### src/rtl/cpu_pkg.sv
// Shared definitions for the 16-bit, 5-stage pipeline: widths, the NOP
// encoding, opcodes, instruction field positions and the fetch FSM states.
package cpu_pkg;

    localparam int XLEN = 16;
    localparam logic [15:0] NOP_INSTR = 16'h0000;

    typedef enum logic [3:0] {
        OP_ADD = 4'h0,
        OP_SUB = 4'h1,
        OP_AND = 4'h2,
        OP_OR  = 4'h3,
        OP_LW  = 4'h8,
        OP_SW  = 4'h9,
        OP_BEQ = 4'hC,
        OP_JMP = 4'hD,
        OP_HLT = 4'hF
    } opcode_t;

    // Instruction field positions
    localparam int OPC_MSB = 15;
    localparam int OPC_LSB = 12;
    localparam int RS_MSB  = 7;
    localparam int RS_LSB  = 4;
    localparam int RT_MSB  = 3;
    localparam int RT_LSB  = 0;

    typedef enum logic [1:0] {
        RUN      = 2'd0,
        WAIT_MEM = 2'd1,
        DISCARD  = 2'd2,
        HALT     = 2'd3
    } fetch_state_t;

endpackage

### src/rtl/ifid_reg.sv
// IF/ID pipeline register. load captures a fetched instruction, bubble
// replaces the slot with a NOP (pc2 is kept), neither holds the contents.
// Rs/Rt are masked to zero whenever the slot does not hold a real instruction.
module ifid_reg #(
    parameter int          XLEN      = 16,
    parameter logic [15:0] NOP_INSTR = 16'h0000
) (
    input  logic            clk,
    input  logic            rst_n,
    input  logic            load,
    input  logic            bubble,
    input  logic [XLEN-1:0] instr_in,
    input  logic [XLEN-1:0] pc2_in,
    output logic            valid,
    output logic [XLEN-1:0] instr,
    output logic [XLEN-1:0] pc2,
    output logic [3:0]      rs,
    output logic [3:0]      rt
);
    import cpu_pkg::*;

    // Register update: load wins over bubble, otherwise hold
    always_ff @(posedge clk or negedge rst_n) begin
        if (!rst_n) begin
            valid <= 1'b0;
            instr <= NOP_INSTR[XLEN-1:0];
            pc2   <= '0;
        end else if (load) begin
            valid <= 1'b1;
            instr <= instr_in;
            pc2   <= pc2_in;
        end else if (bubble) begin
            valid <= 1'b0;
            instr <= NOP_INSTR[XLEN-1:0];
        end
    end

    assign rs = valid ? instr[RS_MSB:RS_LSB] : 4'd0;
    assign rt = valid ? instr[RT_MSB:RT_LSB] : 4'd0;

endmodule

### src/rtl/if_fetch_stage.sv
// Instruction fetch stage with IF/ID register. Handles a variable-latency
// instruction memory, load-use stalls, branch flushes and HLT.
// Optional macro FETCH_PERF_CNT_EN adds saturating stall/flush counters.
module if_fetch_stage #(
    parameter int          XLEN       = 16,
    parameter logic [15:0] RESET_PC   = 16'h0000,
    parameter logic [15:0] NOP_INSTR  = 16'h0000,
    parameter logic [3:0]  HLT_OPCODE = 4'hF
) (
    input  logic            clk,
    input  logic            rst_n,
    input  logic            stall_i,
    input  logic            flush_i,
    input  logic [XLEN-1:0] redirect_pc_i,
    output logic            imem_req_o,
    output logic [XLEN-1:0] imem_addr_o,
    input  logic [XLEN-1:0] imem_rdata_i,
    input  logic            imem_ready_i,
    output logic            ifid_valid_o,
    output logic [XLEN-1:0] ifid_instr_o,
    output logic [XLEN-1:0] ifid_pc2_o,
    output logic [3:0]      ifid_rs_o,
    output logic [3:0]      ifid_rt_o,
    output logic            fetch_halted_o
`ifdef FETCH_PERF_CNT_EN
    ,
    output logic [31:0]     stall_cycles_o,
    output logic [31:0]     flush_count_o
`endif
);
    import cpu_pkg::*;

    fetch_state_t    state_reg, state_next;
    logic [XLEN-1:0] pc_reg, pc_next;
    logic [XLEN-1:0] discard_addr_reg, discard_addr_next;
    logic            req;
    logic            load;
    logic            bubble;
    logic [XLEN-1:0] pc_plus2;
    logic            is_hlt;

    assign pc_plus2 = pc_reg + XLEN'(2);
    assign is_hlt   = (imem_rdata_i[XLEN-1 -: 4] == HLT_OPCODE);

    // State, PC and the address of an in-flight request being discarded
    always_ff @(posedge clk or negedge rst_n) begin
        if (!rst_n) begin
            state_reg        <= RUN;
            pc_reg           <= RESET_PC[XLEN-1:0];
            discard_addr_reg <= '0;
        end else begin
            state_reg        <= state_next;
            pc_reg           <= pc_next;
            discard_addr_reg <= discard_addr_next;
        end
    end

    // Next-state, PC and IF/ID control; priority is flush > stall > memory
    always_comb begin
        state_next        = state_reg;
        pc_next           = pc_reg;
        discard_addr_next = discard_addr_reg;
        load              = 1'b0;
        bubble            = 1'b0;
        req               = 1'b0;

        case (state_reg)
            RUN:      req = !stall_i;
            WAIT_MEM: req = 1'b1;
            DISCARD:  req = 1'b1;
            default:  req = 1'b0;
        endcase

        if (flush_i) begin
            bubble  = 1'b1;
            // Instructions are halfword aligned: the target LSB is forced low
            pc_next = redirect_pc_i & ~XLEN'(1);
            case (state_reg)
                WAIT_MEM: begin
                    // The outstanding read cannot be cancelled; wait it out
                    if (!imem_ready_i) begin
                        state_next        = DISCARD;
                        discard_addr_next = pc_reg;
                    end else begin
                        state_next = RUN;
                    end
                end
                DISCARD: begin
                    if (imem_ready_i) state_next = RUN;
                end
                default: state_next = RUN;
            endcase
        end else if (stall_i) begin
            // IF/ID and PC hold; a discarded response may still retire
            if (state_reg == DISCARD && imem_ready_i) state_next = RUN;
        end else begin
            case (state_reg)
                RUN, WAIT_MEM: begin
                    if (imem_ready_i) begin
                        load       = 1'b1;
                        pc_next    = pc_plus2;
                        state_next = is_hlt ? HALT : RUN;
                    end else begin
                        bubble     = 1'b1;
                        state_next = WAIT_MEM;
                    end
                end
                DISCARD: begin
                    bubble = 1'b1;
                    if (imem_ready_i) state_next = RUN;
                end
                default: bubble = 1'b1;
            endcase
        end
    end

    // No request may appear on the bus while reset is asserted
    assign imem_req_o     = rst_n & req;
    assign imem_addr_o    = (state_reg == DISCARD) ? discard_addr_reg : pc_reg;
    assign fetch_halted_o = (state_reg == HALT);

    ifid_reg #(
        .XLEN      (XLEN),
        .NOP_INSTR (NOP_INSTR)
    ) u_ifid_reg (
        .clk      (clk),
        .rst_n    (rst_n),
        .load     (load),
        .bubble   (bubble),
        .instr_in (imem_rdata_i),
        .pc2_in   (pc_plus2),
        .valid    (ifid_valid_o),
        .instr    (ifid_instr_o),
        .pc2      (ifid_pc2_o),
        .rs       (ifid_rs_o),
        .rt       (ifid_rt_o)
    );

`ifdef FETCH_PERF_CNT_EN
    logic [31:0] stall_cnt_reg;
    logic [31:0] flush_cnt_reg;

    // Saturating counters of stalled cycles and flush cycles
    always_ff @(posedge clk or negedge rst_n) begin
        if (!rst_n) begin
            stall_cnt_reg <= '0;
            flush_cnt_reg <= '0;
        end else begin
            if (stall_i && !flush_i && stall_cnt_reg != 32'hFFFF_FFFF)
                stall_cnt_reg <= stall_cnt_reg + 32'd1;
            if (flush_i && flush_cnt_reg != 32'hFFFF_FFFF)
                flush_cnt_reg <= flush_cnt_reg + 32'd1;
        end
    end

    assign stall_cycles_o = stall_cnt_reg;
    assign flush_count_o  = flush_cnt_reg;
`endif

endmodule

### config.mk
export PLATFORM = sky130hd
export DESIGN_NAME = if_fetch_stage
export DESIGN_NICKNAME = d
export VERILOG_FILES = /design/src/rtl/cpu_pkg.sv /design/src/rtl/ifid_reg.sv /design/src/rtl/if_fetch_stage.sv
export SDC_FILE = /design/constraint.sdc
export NUM_CORES = 1
export LEC_CHECK = 0
export ABC_CLOCK_PERIOD_IN_PS = 4650
export CAP_MARGIN = 20
export CORE_MARGIN = 1
export CORE_UTILIZATION = 50
export DETAILED_ROUTE_END_ITERATION = 10
export PLACE_DENSITY = 0.85
export SLEW_MARGIN = 5
export SYNTH_ARGS = -nofsm -noshare
export SYNTH_HDL_FRONTEND = slang
export SYNTH_SLANG_ARGS = --single-unit
### constraint.sdc
create_clock -name clk -period 4.65 [get_ports clk]
set_input_delay 0.465 -clock clk [delete_from_list [all_inputs] [get_ports clk]]
set_output_delay 0.465 -clock clk [all_outputs]
set_load 0.05 [all_outputs]
==> results of run 1 <==
## cell usage after synthesis, types with 3 or more instances
library cell / instances / area share [%]
nand2b_1: 4 / 0.75
nand2_1: 34 / 3.8
o21ai_0: 11 / 1.6
nand3_1: 6 / 0.90
a22o_1: 16 / 4.2
a221o_1: 7 / 2.1
nor3_1: 3 / 0.45
o221ai_1: 3 / 0.79
and2_1: 8 / 1.5
nor3_2: 4 / 1.2
dfrtp_1: 64 / 48
buf_2: 10 / 1.5
o21ai_1: 14 / 2.1
a21oi_1: 6 / 0.90
xnor2_1: 14 / 3.7
nor2_1: 13 / 1.5
ha_1: 8 / 3.0
mux2_2: 26 / 8.8
buf_1: 3 / 0.34
buf_4: 5 / 1.1
nor4_2: 4 / 1.5
inv_1: 6 / 0.67
## power breakdown
group / switching (mW) / total (mW) / internal [mW] / leakage [nW]
Sequential: 0.0708 / 0.715 / 0.645 / 0.821
Clock: 0.210 / 0.486 / 0.276 / 0.103
Combinational: 0.306 / 0.501 / 0.195 / 0.939
## per-stage QoR
stage                     utilization [%]  total power, mW  instance area (um2)  hold WS (ps)
final                               69.65            1.703                 4448         313.3
after floorplan                         -            1.048                 3343         169.4
after detailed placement            66.42            1.224                 4242         472.7
after CTS                           69.53            1.709                 4441         347.9
after global routing                69.65            1.769                 4448         392.0
after global placement              66.42            1.207                 4242         464.3
## layout make-up
| type | count | area, um2 | area share (%) |
|---|---|---|---|
| Timing Repair Buffer | 95 | 938.4 | 21.10 |
| Sequential cell | 64 | 1602 | 36.01 |
| Multi-Input combinational cell | 213 | 1590 | 35.75 |
| Inverter | 6 | 22.52 | 0.5063 |
| Tap cell | 77 | 96.34 | 2.166 |
| Clock inverter | 3 | 40.04 | 0.9001 |
| Clock buffer | 13 | 158.9 | 3.572 |
## path summary, 6_finish.rpt
kind                                    startpoint                   end  slack [ps]  cells after the start
worst min-delay path                         rst_n  u_ifid_reg.instr[13]         310                      2
min in group clk                u_ifid_reg.pc2[12]    u_ifid_reg.pc2[12]         490                      2
worst max register to register        state_reg[1]             pc_reg[3]        2480                      6
worst max-delay path                  state_reg[0]        imem_addr_o[3]        1370                      4
worst min register to register  u_ifid_reg.pc2[12]    u_ifid_reg.pc2[12]         490                      2
max in group asynchronous                    rst_n    u_ifid_reg.pc2[12]        3800                      2
## per-layer routing
layer / track usage [%] / part of all wire, % / vias up
met2: 37.99 / 49 / 64
met4: 7.088 / 1.4 / 0
met3: 5.737 / 4.6 / 10
li1: - / - / 1247
met1: 31.01 / 44 / 1327
met5: 0 / 0 / -
## cells by family (layout without fill, tap and decap cells)
logic type / Yosys count / after routing / synth area share, %
buf+inv: 28 / 117 / 4.534
flops: 64 / 64 / 47.96
other cells: 1 / 2 / 0.1123
xor+xnor: 16 / 16 / 4.196
compound gates: 67 / 67 / 14.31
simple gates: 94 / 94 / 17.12
mux: 26 / 26 / 8.767
fa+ha+maj: 8 / 8 / 2.997
==> reports/metrics.yaml, run 1 <==
run_status:
  status: "completed"
setup_path:
  path_cells: "inv_1, ha_1, mux2_2, clkdlybuf4s50_1"
  max_stage_delay_ps: 750
  critical-path-top-delay-family: "buffers and inverters"
  crit_type: "register to primary output"
  startpoint_type: "register"
  critPathArrivalTime_ps: 2820
  crit_buf_inv: 2
  critPathSlowestCell: "ha_1"
  worstPathRequired_ps: 4180
  crit_fanout: 22
  end_kind: "primary output"
finish:
  area_growth_pct: 33.20
  drive_gt1_share_pct: 15.48
  instances_no_fill: 471
  fillers: 490
  diodes: 0
  final_cell_mix: "91 x clkdlybuf4s50_1, 64 x dfrtp_1, 34 x nand2_1"
  largest_reg_flops: 16
  layout.nets: 434
  final_common_cell: "clkdlybuf4s50_1"
  top_register: "u_ifid_reg.instr"
sta:
  fin_ws_ps: 1370
  max-slew-margin-rel_pct: 30.48
  hold_viol: 0
  worst_slew_pin_slew_ps: 1037
  period_needed_ps: 3280
  setup-tns-final_ps: 0
  setup_violations: 0
  min_period_over_period_pct: 70.54
  grt_setup_unrepaired: "false"
  finalMaxSlewViolations: 0
  fin_skew_ps: 8.171
  fmax_mhz: 304.9
yosys:
  post_synth_num_cell_types: 47
  synth-seq-cells: 64
  synth_area_per_cell_um2: 10.99
  ys.warnings.count: 0
  synth_edf_count: 0
  syn_inst: 304
  synth.yosys.seq_area_share_pct: 47.96
  syn_area_um2: 3339
  synthArstFlopShare_pct: 100.0
  ys.flop_type: "dfrtp_1"
route:
  vias_per_cell: 5.622
  totalWireLength_um: 7946
  dr.pass1.iters: 4
  drc_errors: 0
  routedWlPerCell_um: 16.87
  drtIter0Drc: 195
  vias: 2648
  drtAntennaViolNets: 0
place:
  gp_congestion: 0.7915
  hpwl_um: 5478
  post-place-ws_ps: 1638
  portBuffers: 92
  dp_cells: 454
global_route:
  grt_pass1_wl_um: 12970
  antenna_found_initial: 0
  track_usage_pct: 23.38
  overflow: 0
  grt_max_degree: 65
  first_global_vias: 2655
clock_network:
  cts_tree: "done"
  clk_pin_slew_ps: 60
  htreeDepth: 3
  cts_setup_buffers: 0
  cts.path.max_buffers: 2
  clockRootBuffer: "clkbuf_8"
  clock_sinks: 64
  cts_made_buffers: 9
  insertion_delay_ps: 330
  hold_buffers: 0
  cts-resized-gates: 0
floorplanning:
  die_w_um: 83.73
  num_rows: 29
  core_area_um2: 6386
  start_util_pct: 52.29
  io_pins: 96
  die_y_um: 83.73
  dieArea_um2: 7010
flow_run:
  maxCapViolations: 0
power_and_ir_drop:
  peakVddDrop_mv: 0.3081
  powerDensity_nw_per_um2: 382.8
  leakagePower_nw: 1.863
worst_hold_path:
  hold_path.class: "input port to async pin"
Note: power is estimated with default switching activity, not from simulation.
==> inputs of run 2 (changes only) <==
--- a/config.mk
+++ b/config.mk
@@ -5,12 +5,12 @@
 export SDC_FILE = /design/constraint.sdc
 export NUM_CORES = 1
 export LEC_CHECK = 0
-export ABC_CLOCK_PERIOD_IN_PS = 4650
+export ABC_CLOCK_PERIOD_IN_PS = 2800
 export CAP_MARGIN = 20
 export CORE_MARGIN = 1
-export CORE_UTILIZATION = 50
+export CORE_UTILIZATION = 43
 export DETAILED_ROUTE_END_ITERATION = 10
-export PLACE_DENSITY = 0.85
+export PLACE_DENSITY = 0.78
 export SLEW_MARGIN = 5
 export SYNTH_ARGS = -nofsm -noshare
 export SYNTH_HDL_FRONTEND = slang
==> constraint.sdc (replaced) <==
create_clock -name clk -period 2.8 [get_ports clk]
set_input_delay 0.28 -clock clk [delete_from_list [all_inputs] [get_ports clk]]
set_output_delay 0.28 -clock clk [all_outputs]
set_load 0.05 [all_outputs]
==> run 2 against run 1 <==
Critical path depth unchanged. Non-clock buffer count increased by 2. Die area increased by 16%. Global-route usage decreased by 3.0 points. Critical path type unchanged. Critical endpoint unchanged.
==> reports/metrics.yaml, run 2 (synthesized netlist as in run 1, its figures left out) <==
route:
  drtIter0Drc: 129  # was 195
  vias_per_cell: 5.277  # was 5.622
  vias: 2612  # was 2648
  highest_layer: "met4"  # unchanged
  drtAntennaViolNets: 0  # unchanged
  drc_errors: 0  # unchanged
  wl_met3_um: 261  # was 365 um
  totalWireLength_um: 7826  # was 7946 um
  dr.pass1.iters: 4  # unchanged
  met2_length_um: 3709  # was 3932 um
  routedWlPerCell_um: 15.81  # was 16.87 um
  drt-met1-wl_um: 3736  # was 3532 um
setup_path:
  crit_type: "register to primary output"  # unchanged
  worstPathRequired_ps: 2520  # was 4180 ps
  end_kind: "primary output"  # unchanged
  critPathArrivalTime_ps: 2330  # was 2820 ps
  crit_fanout: 22  # unchanged
  startpoint_type: "register"  # unchanged
floorplanning:
  dieArea_um2: 8123  # was 7010 um2
  die_y_um: 90.13  # was 83.73 um
  io_pins: 96  # unchanged
  start_util_pct: 45.31  # was 52.29%
  num_rows: 31  # was 29
  core_area_um2: 7370  # was 6386 um2
  die_w_um: 90.13  # was 83.73 um
clock_network:
  cts_made_buffers: 9  # unchanged
  cts-resized-gates: 0  # unchanged
  clock_sinks: 64  # unchanged
  htreeDepth: 3  # unchanged
  hold_buffers: 0  # unchanged
  cts.path.max_buffers: 2  # unchanged
  cts_tree: "done"  # unchanged
  clockRootBuffer: "clkbuf_8"  # unchanged
  clk_pin_slew_ps: 70  # was 60 ps
  cts_setup_buffers: 0  # unchanged
  insertion_delay_ps: 340  # was 330 ps
global_route:
  grt_pass1_wl_um: 13050  # was 12970 um
  track_usage_pct: 20.35  # was 23.38%
  grt_max_degree: 65  # unchanged
  overflow: 0  # unchanged
  antenna_found_initial: 0  # unchanged
  first_global_vias: 2605  # was 2655
finish:
  top_register: "u_ifid_reg.instr"  # unchanged
  area_growth_pct: 32.30  # was 33.20%
  largest_reg_flops: 16  # unchanged
  diodes: 0  # unchanged
  drive_gt1_share_pct: 19.70  # was 15.48%
  final_common_cell: "clkdlybuf4s50_1"  # unchanged
  fin_area_um2: 4418  # was 4448 um2
  fillers: 638  # was 490
  layout.nets: 436  # was 434
  fin_util_pct: 59.95  # was 69.65%
  final_cell_mix: "75 x clkdlybuf4s50_1, 64 x dfrtp_1, 34 x nand2_1"  # was 91 x clkdlybuf4s50_1, 64 x dfrtp_1, 34 x nand2_1
sta:
  setup_violations: 0  # unchanged
  fin_skew_ps: 6.920  # was 8.171 ps
  setup-tns-final_ps: 0  # unchanged
  grt_setup_unrepaired: "false"  # unchanged
  max-slew-margin-rel_pct: 32.27  # was 30.48%
  hold_viol: 0  # unchanged
  period_needed_ps: 2615
  fin_ws_ps: 185.1  # was 1370 ps
  finalMaxSlewViolations: 0  # unchanged
  worst_slew_pin_slew_ps: 1010  # was 1037 ps
  fmax_mhz: 382.4
  min_period_over_period_pct: 93.39
power_and_ir_drop:
  powerDensity_nw_per_um2: 610.3  # was 382.8 nW/um2
  finalPower_mw: 2.696  # was 1.703 mW
  peakVddDrop_mv: 0.2925  # was 0.3081 mV
  leakagePower_nw: 1.872  # was 1.863 nW
run_status:
  status: "completed"  # unchanged
place:
  gp_congestion: 0.7744  # was 0.7915
  portBuffers: 92  # unchanged
  post-place-ws_ps: 493.9  # was 1638 ps
  hpwl_um: 5601  # was 5478 um
  dpl-instance-area_um2: 4252  # was 4242 um2
flow_run:
  maxCapViolations: 0  # unchanged
worst_hold_path:
  hold_path.class: "input port to async pin"  # unchanged
## run 2: cell count changes in the layout (fill, tap and decap cells not counted)
cell,before,now
buf_4,3,21
clkdlybuf4s50_1,91,75
bufinv_16,1,0
clkbuf_1,2,3
clkbuf_8,11,10
clkinvlp_4,0,1
## run 2: path summary, 6_finish.rpt
path	from	end	slack [ps]	cells after the start
worst min register to register	u_ifid_reg.pc2[2]	u_ifid_reg.pc2[2]	480	2
min in group clk	u_ifid_reg.pc2[2]	u_ifid_reg.pc2[2]	480	2
worst max-delay path	state_reg[0]	imem_addr_o[3]	190	4
max in group asynchronous	rst_n	discard_addr_reg[3]	2140	2
worst max register to register	state_reg[0]	pc_reg[3]	620	6
worst min-delay path	rst_n	u_ifid_reg.instr[11]	110	2
## run 2: power breakdown
part	internal [mW]	total, mW	switching (mW)
clock network	0.344	0.691	0.348
logic	0.318	0.820	0.503
registers	1.07	1.18	0.114
## run 2: final cells by class
class	count	area [um2]	area share, %
clock buffers	13	148.9	3.370
repair buffers	97	913.4	20.67
inverters	6	22.52	0.5098
flip-flops and latches	64	1602	36.25
well taps	99	123.9	2.804
clock inverters	3	17.52	0.3965
multi-input cells	213	1590	36.00
## run 2: worst max-delay path: stages, from the launching register on
cell	delay [ps]
dfrtp_1	440
inv_1	160
ha_1	760
mux2_2	430
buf_4	190
## run 2: stage by stage
step / hold slack, ps / std cells
6_report: 113.3 / 495
5_1_grt: 197.9 / 495
4_1_cts: 154.4 / 495
3_5_place_dp: 473.9 / 479
3_3_place_gp: 465.3 / 479
2_1_floorplan: -15.59 / 305
## run 2: layer usage
layer | global-route usage, % | vias up
li1 | - | 1258
met1 | 28.87 | 1287
met2 | 31.23 | 58
met3 | 3.130 | 9
met4 | 8.065 | 0
met5 | 0 | -
